**src/rtl/tm1638_hex_feeder.sv**
```systemverilog
`default_nettype none
// ============================================================================
// Module   : tm1638_hex_feeder
// Purpose  : Turns a 32-bit hex value, plus per-digit decimal-point and blank
//            flags, into eight wr/mask/data digit writes for the TM1638
//            display driver. Refreshes are rate-limited by a holdoff period.
// Revision : 1.0 - initial release
// ============================================================================
module tm1638_hex_feeder #(
  parameter bit          AUTO          = 1'b1,
  parameter int unsigned HOLDOFF_TICKS = 20000
) (
  input  logic        clk,
  input  logic        reset,
  input  logic        clken,
  input  logic [31:0] value,
  input  logic [7:0]  dp,
  input  logic [7:0]  blank,
  input  logic        update,
  output logic        busy,
  output logic        wr,
  output logic [7:0]  mask,
  output logic [7:0]  data
);

  localparam logic [1:0]  S_IDLE    = 2'd0;
  localparam logic [1:0]  S_WR_HI   = 2'd1;
  localparam logic [1:0]  S_WR_LO   = 2'd2;
  localparam logic [1:0]  S_HOLD    = 2'd3;
  localparam logic [15:0] HOLD_LOAD = 16'(HOLDOFF_TICKS);

  logic [1:0]  state;
  logic [2:0]  digit;
  logic [15:0] hold_cnt;
  logic        pending;
  logic [31:0] snap_value;
  logic [7:0]  snap_dp;
  logic [7:0]  snap_blank;
  logic        mismatch;
  logic        trigger;

  // Hex nibble to segment byte (D7 DP, D6 a, D5 b, D4 c, D3 e, D2 g, D1 f, D0 d).
  function automatic logic [7:0] seg_enc(input logic [3:0] nib, input logic pt, input logic blk);
    logic [7:0] s;
    case (nib)
      4'h0: s = 8'h7B;
      4'h1: s = 8'h30;
      4'h2: s = 8'h6D;
      4'h3: s = 8'h75;
      4'h4: s = 8'h36;
      4'h5: s = 8'h57;
      4'h6: s = 8'h5F;
      4'h7: s = 8'h70;
      4'h8: s = 8'h7F;
      4'h9: s = 8'h77;
      4'hA: s = 8'h7E;
      4'hB: s = 8'h1F;
      4'hC: s = 8'h4B;
      4'hD: s = 8'h3D;
      4'hE: s = 8'h4F;
      default: s = 8'h4E;
    endcase
    if (blk) begin
      return 8'h00;
    end
    return s | {pt, 7'b0};
  endfunction

  // Segment byte for digit idx, where idx 0 is the leftmost digit (value[31:28], bit 7 of dp/blank).
  function automatic logic [7:0] digit_byte(input logic [31:0] v, input logic [7:0] p,
                                            input logic [7:0] b, input logic [2:0] idx);
    logic [2:0] pos;
    pos = 3'd7 - idx;
    return seg_enc(v[{pos, 2'b00} +: 4], p[pos], b[pos]);
  endfunction

  // Refresh request: explicit update, a deferred request, or (AUTO) inputs differ from what was last sent.
  always_comb begin
    mismatch = AUTO && ({value, dp, blank} != {snap_value, snap_dp, snap_blank});
    trigger  = update || pending || mismatch;
  end

  // Sequencer: snapshot at start, eight strobed digit writes, then a clken-timed holdoff.
  always_ff @(posedge clk or posedge reset) begin
    if (reset) begin
      state      <= S_IDLE;
      digit      <= 3'd0;
      hold_cnt   <= 16'd0;
      pending    <= 1'b1;
      snap_value <= 32'd0;
      snap_dp    <= 8'd0;
      snap_blank <= 8'd0;
      busy       <= 1'b0;
      wr         <= 1'b0;
      mask       <= 8'h00;
      data       <= 8'h00;
    end else begin
      // Updates arriving while busy are remembered and coalesce into one refresh.
      if (state != S_IDLE && update) begin
        pending <= 1'b1;
      end
      case (state)
        S_IDLE: begin
          if (trigger) begin
            snap_value <= value;
            snap_dp    <= dp;
            snap_blank <= blank;
            pending    <= 1'b0;
            digit      <= 3'd0;
            wr         <= 1'b1;
            mask       <= 8'h80;
            data       <= digit_byte(value, dp, blank, 3'd0);
            busy       <= 1'b1;
            state      <= S_WR_HI;
          end
        end
        S_WR_HI: begin
          wr    <= 1'b0;
          state <= S_WR_LO;
        end
        S_WR_LO: begin
          if (digit != 3'd7) begin
            digit <= digit + 3'd1;
            wr    <= 1'b1;
            mask  <= mask >> 1;
            data  <= digit_byte(snap_value, snap_dp, snap_blank, digit + 3'd1);
            state <= S_WR_HI;
          end else begin
            hold_cnt <= HOLD_LOAD;
            mask     <= 8'h00;
            data     <= 8'h00;
            state    <= S_HOLD;
          end
        end
        default: begin
          if (clken) begin
            if (hold_cnt == 16'd1) begin
              busy  <= 1'b0;
              state <= S_IDLE;
            end else begin
              hold_cnt <= hold_cnt - 16'd1;
            end
          end
        end
      endcase
    end
  end

endmodule
`default_nettype wire

```
**config.mk**
```make
export PLATFORM = sky130hd
export DESIGN_NAME = tm1638_hex_feeder
export DESIGN_NICKNAME = d
export VERILOG_FILES = /design/src/rtl/tm1638_hex_feeder.sv
export SDC_FILE = /design/constraint.sdc
export NUM_CORES = 1
export LEC_CHECK = 0
export CAP_MARGIN = 15
export CORE_MARGIN = 3
export CORE_UTILIZATION = 56
export DETAILED_ROUTE_END_ITERATION = 8
export HOLD_SLACK_MARGIN = 0.08
export PLACE_DENSITY = 0.81
export SYNTH_ARGS = -nofsm -noshare
export SYNTH_HDL_FRONTEND = slang
export SYNTH_SLANG_ARGS = --single-unit
```
**constraint.sdc**
```tcl
create_clock -name clk -period 4.42 [get_ports clk]
set_input_delay 0.663 -clock clk [delete_from_list [all_inputs] [get_ports clk]]
set_output_delay 0.663 -clock clk [all_outputs]
set_load 0.03 [all_outputs]
```
## Word-level counts from Yosys, hierarchy flattened

Memory sizes are Yosys's and may differ from the RTL's.
Cells that the tools add are included.

| word-level totals | value |
|---|---|
| register bits after elaboration | 88 |
| bits in read-only memories | 224 |
| input port bits | 52 |
| output and inout bits | 18 |
| memories kept | 2 |
| word-level logic and storage cells | 97 |

| cells by class | value |
|---|---|
| add/sub/neg operators | 3 |
| magnitude comparators | 1 |
| multiplexer cells | 45 |
| reductions and logical operators | 21 |
| shift-type cells | 1 |
| equality and inequality tests | 9 |
| bitwise logic cells | 4 |

Memory list:

| memory | words | bits a word | rd ports | clocked after memory_dff | write ports | line | source |
|---|---|---|---|---|---|---|---|
| (name not given) | 16 | 7 | 1 | 0 | 0 | 45 | `case (nib)` |
| (name not given) | 16 | 7 | 1 | 0 | 0 | 45 |  |

Operator list:

| kind | number |
|---|---|
| $mux W8 | 11 |
| $mux W16 | 3 |
| $ne A48 B48 Y1 | 1 |
| $pmux W16 S2 | 1 |
| $pmux W8 S2 | 2 |
| $shiftx A32 B6 Y4 | 1 |
| $eq A16 B1 Y1 const B | 1 |
| $or A8 B8 Y8 | 2 |
| $sub A16 B1 Y16 const B | 1 |
| $mux W1 | 15 |
| $reduce_bool A2 Y1 | 5 |
| $reduce_and A3 Y1 | 3 |
| $mux W2 | 4 |
| $reduce_and A4 Y1 | 2 |
| $reduce_bool A4 Y1 | 2 |
| $mux W7 | 1 |
| $bmux W1 S3 | 2 |
| $mux W3 | 2 |
| $ne A2 B2 Y1 const B | 3 |
| $pmux W2 S3 | 1 |
| $pmux W3 S2 | 1 |
| $lt A3 B4 Y1 const B | 1 |
| $reduce_and A2 Y1 | 2 |
| $reduce_or A2 Y1 | 2 |
| 13 further kinds | 15 |

## Longest topological paths before layout

| depth | value |
|---|---|
| depth in word-level cells | 10 |
| mapped depth | 11 |
| gate-level depth less buffers | 10 |

## Least setup slack after synthesis

OpenSTA, ideal clock, no wires.

| path | value |
|---|---|
| path kind | flip-flop to flip-flop |
| start point | reg digit[0] |
| end point | reg data[6] |
| arrival time | 2971 ps |
| required time | 4340 ps |
| period minus slack after synthesis | 3052 ps |
| library setup time | 80 ps |
| setup slack | 1368 ps |
| buffers on the path | 1 |
| cell stages (with the launch flop) | 12 |
| cell sequence | dfrtp_1 > ha_1 > ha_1 > buf_2 > mux4_2 > mux2i_1 > inv_1 > ha_1 > or4_1 > o311ai_1 > a211oi_1 > nor3_2 |

| on the way | value |
|---|---|
| longest elaborated chain between the ends | 10 |
| elaborated cells on any way between the ends | 16 |
| those cells by class | add/sub: 2; eq/ne: 1; shift: 1; mux: 10; bitwise: 1; memory: 1 |

Ends and longest elaborated chain:

| item | line | source |
|---|---|---|
| from (decl) | 33 | `logic [2:0] digit;` |
| from (signal assigned) | 123 | `digit <= digit + 3'd1;` |
| $add A3 B1 Y3 | 126 | `data <= digit_byte(snap_value, snap_dp, snap_blank, digit + 3'd1);` |
| $sub A3 B3 Y3 | 73 | `pos = 3'd7 - idx;` |
| $shiftx A32 B6 Y4 / $bmux W1 S3 (equally long branches) | 74 | `return seg_enc(v[{pos, 2'b00} +: 4], p[pos], b[pos]);` |
| $mem_v2 Z16 W7 / $mux W1 (equally long branches) | -- |  |
| $mux W8 / $mux W1 (equally long branches) | 122, 63 |  |
| $mux W8 / $mux W1 (equally long branches) | 102, 122 |  |
| $or A8 B8 Y8 / $mux W1 (equally long branches) | 66, 102 |  |
| $mux W8 | 66 | `return s \| {pt, 7'b0};` |
| $mux W8 * | 122 | `if (digit != 3'd7) begin` |
| $pmux W8 S2 * | 102 | `case (state)` |
| to (signal assigned) | 112 | `data <= digit_byte(value, dp, blank, 3'd0);` |
| to (signal assigned) | 126 |  |
| to (decl) | 23 | `output logic [7:0] data` |

Mark *: on every way between the ends. The rest lies on a longest branch, timed or not. The select of a mux whose other input is x is not followed.
A chain may end at the register's enable or synchronous reset.

## Worst setup path in the final report

| path | value |
|---|---|
| start point | reg digit[1] |
| end point | reg data[6] |

The elaborated chain is that of the path after synthesis.

==> summary.md <==
| Metric | Value |
|---|---|
| Outcome | finished, final reports clean |
| Diodes inserted | 0 |
| Crit path required time | 4700 ps |
| XOR/XNOR Fraction of Synth Area | 9.787% |
| Slowest CP cell | ha_1 |
| EDFF count, synth | 0 |
| CP Class | flip-flop to flip-flop |
| Distinct cell type count after synthesis | 57 |
| # fillers | 675 |
| Pre-CTS WS | 627.2 ps |
| Clock skew | 11.53 ps |
| Cts repair resizes | 0 |
| RSZ-0062 raised after global routing | false |
| Asr flop ratio synth | 100.0% |
| Register Area | 2203 um2 |
| Cells after synthesis | 479 |
| CP Capture Type | flip-flop |
| Synthesized area | 5280 um2 |
| Fmax | 282.9 MHz |
| Max clock buf depth | 2 |
| Synth Warn # | 0 |
| Via count | 4,071 |
| Period utilization | 79.98% |
| TritonCTS Sinks | 88 |
| Area share of the largest cell type after synthesis | 41.23% |
| Pwr Density | 267.6 nW/um2 |
| Initial DRC count | 209 |
| TritonCTS clock tree | built |
| Synth Area in Simple Gates | 10.21% |
| Fin nets | 615 |
| Crit-path max FO | 14 |
| Top cells by area, synth | dfrtp_1 (41%), mux2_2 (10%), xor2_1 (8.3%) |
| Setup violations, final | 0 |
| DRT Wirelength | 12,670 um |
| Wire length of the first global-routing pass | 20,670 um |
| Syn_area_per_cell | 11.02 um2 |
| Crit path DAT | 3820 ps |
| 1st-pass router iterations | 4 |
| Residual DRC | 0 |
| Syn-to-layout area delta | 18.86% |
| Startpoint types | flip-flop |
| Area occupied by multi-input gates | 2909 um2 |
| IO buf count | 69 |
| Largest net degree at the start of global routing | 35 |
| Worst slew margin | 39.62% |
| Combinational power share | 13.4% |
| Maximum VDD drop | 0.1385 mV |
| Share of layout cells above drive strength 1 | 16.00% |
| ANT nets after route | 0 |
| Largest family of logic cells by synthesized area | multiplexers |
| Dpl hpwl | 9458 um |
| Flop pwr share | 51.8% |
| Via density | 6.187 |
| Max Cap Viol | 0 |
| H-tree levels | 3 |
| Clock power share | 34.8% |
| Clk root buf | clkbuf_8 |
| Initial Util | 59.10% |
| Sw Pwr | 0.4547 mW |
| Worst-Margin Slew | 905.7 ps |
| Synth Area in Adders | 4.265% |
| CP most frequent cell | ha_1 |
| Grt ovf | 0 |
| Post-route minimum period | 3535 ps |
| Pint | 1.225 mW |
| Area of the core | 8934 um2 |
| WL/cell | 19.25 um |
| Setup bufs post-CTS | 0 |
| Largest area contributor in the netlist | dfrtp_1 |
| Mux share of post-synthesis cell area | 18.29% |
| Worst Setup Slack, final | 884.8 ps |
| Die width | 103.1 um |
| Die height | 103.1 um |
| Syn_nets | 549 |
| CTS Buf Count | 9 |
| DIE AREA | 10,630 um2 |
| CP max stage delay | 610 ps |
| Top Ports | 70 |
| Site Rows | 34 |
| Register area share after synthesis | 41.73% |
| Ys flop type | dfrtp_1 |
| Pleak | 2.895 nW |
| Final hold violation count | 0 |
| Crit-path cells | ha_1, ha_1, mux4_2, mux2i_1, inv_1, ha_1, or4_1, o311ai_1, a211oi_1, nor3_2 |
| Number of global-route vias before repair | 4,095 |
| Hold WC Path Type | flip-flop to flip-flop |
| GRT Resource Usage Total | 25.39% |
| Post-synthesis compound-gate area fraction | 12.32% |
| Setup TNS Final | 0 ps |
| Max Transition Viols Final | 0 |
| Gpl congestion | 0.8840 |
| Initial antenna violation count | 0 |
| Hold_buf cts | 0 |
| Clk Latency, worst-skew pair | 360 ps |
| Yosys reg bits | 88 |
| Clock-pin slew on the worst setup and hold paths | 90 ps |
| Switching share of total power | 27.07% |
[cell type report]
cell class                 instances  share of cell area, %
inverter                          23                  1.396
clock inverter                     5                  1.017
sequential                        88                  35.11
clock buffer                      11                  2.253
multi-input combinational        348                  46.35
tap                              108                  2.153
timing repair buffer              75                  11.72
[cells by family (layout without fill, tap and decap cells)]
group	after synthesis	in the layout
DFF	88	88
xor gates and xnor gates	59	59
buffers and inverters	43	114
muxes	76	76
AOI/OAI and AO/OA	89	89
adders and majority gates	18	18
and+or+nand+nor	106	106
[critical path: cells and delay by family, from the launching register on]
| kind | cells | cell delay (ps) |
|---|---|---|
| multiplexers | 2 | 790 |
| adder cells (fa/ha/maj) | 3 | 1080 |
| AO/OA/AOI/OAI | 2 | 280 |
| flip-flops | 1 | 410 |
| buffers and inverters | 1 | 180 |
| AND/OR/NAND/NOR | 2 | 730 |
[routing by layer]
layer | routed length, um | up-vias | track usage [%]
met2 | 6321 | 145 | 41.84
met4 | 369 | 0 | 9.861
met1 | 5337 | 2026 | 33.90
met3 | 640 | 30 | 3.789
met5 | 0 | - | 0
li1 | - | 1870 | -
[power groups by stage]
stage | Sequential (mW) | Clock, mW | Combinational (mW)
final | 0.869 | 0.584 | 0.226
after global routing | 0.874 | 0.628 | 0.251
after floorplan | 0.880 | 0 | 0.127
after global placement | 0.883 | 0 | 0.216
after CTS | 0.869 | 0.595 | 0.227
after detailed placement | 0.884 | 0 | 0.225
[cells in the mapped netlist (4+ instances only)]
| library cell | n |
|---|---|
| mux2i_1 | 11 |
| a21oi_1 | 11 |
| mux2_2 | 47 |
| clkbuf_1 | 10 |
| nand3_1 | 6 |
| nand2b_1 | 6 |
| mux4_2 | 11 |
| a21o_1 | 5 |
| a211oi_1 | 5 |
| o211ai_1 | 13 |
| nand2_1 | 27 |
| a22o_1 | 9 |
| nor4_1 | 9 |
| nor2_1 | 29 |
| inv_1 | 23 |
| o22ai_1 | 4 |
| and3_1 | 5 |
| nor3_1 | 8 |
| mux2_1 | 7 |
| xor2_1 | 50 |
| dfrtp_1 | 87 |
| buf_2 | 8 |
| ha_1 | 18 |
| xnor2_1 | 9 |
| o21ai_0 | 13 |
[state kept, by name, summed over array words and instances, names as in the netlist]
| name | cells |
|---|---|
| snap_blank | 8 |
| state | 2 |
| snap_value | 32 |
| hold_cnt | 16 |
| wr | 1 |
| data | 8 |
| digit | 3 |
| pending | 1 |
| busy | 1 |
| mask | 8 |
| snap_dp | 8 |
[cell usage in the layout, fill, tap and decap left out, types with 7 or more instances in the layout]
cell             count
dfrtp_1             87
clkdlybuf4s50_1     69
xor2_1              50
mux2_2              47
nor2_1              29
nand2_1             27
inv_1               22
ha_1                18
o21ai_0             13
o211ai_1            13
a21oi_1             11
mux4_2              11
mux2i_1             11
clkbuf_8            10
nor4_1               9
xnor2_1              9
a22o_1               9
nor3_1               8
mux2_1               7
[worst paths after layout]
kind / end / start / slack [ps] / cells past startpoint
worst max-delay path: data[6]$_DFFE_PP0P_ / digit[1]$_DFFE_PP0P_ / 880 / 10
worst min-delay path: data[1]$_DFFE_PP0P_ / data[1]$_DFFE_PP0P_ / 490 / 1
worst max register to register: data[6]$_DFFE_PP0P_ / digit[1]$_DFFE_PP0P_ / 880 / 10
worst min register to register: data[1]$_DFFE_PP0P_ / data[1]$_DFFE_PP0P_ / 490 / 1
max in group asynchronous: pending$_DFF_PP1_ / reset / 2940 / 3
min in group asynchronous: hold_cnt[9]$_DFFE_PP0P_ / reset / 670 / 2
[stage by stage]
stage / util [%] / power (mW) / hold WS [ps] / instance area (um2) / std cells
after detailed placement: 67.96 / 1.109 / 478.3 / 6071 / 642
final: 70.25 / 1.680 / 489.8 / 6276 / 658
after global routing: 70.25 / 1.753 / 512.3 / 6276 / 658
after global placement: 67.96 / 1.099 / 468.6 / 6071 / 642
after CTS: 70.25 / 1.691 / 498.5 / 6276 / 658
after floorplan: - / 1.007 / 465.5 / 5280 / 479
(Power assumes the default switching activity.)
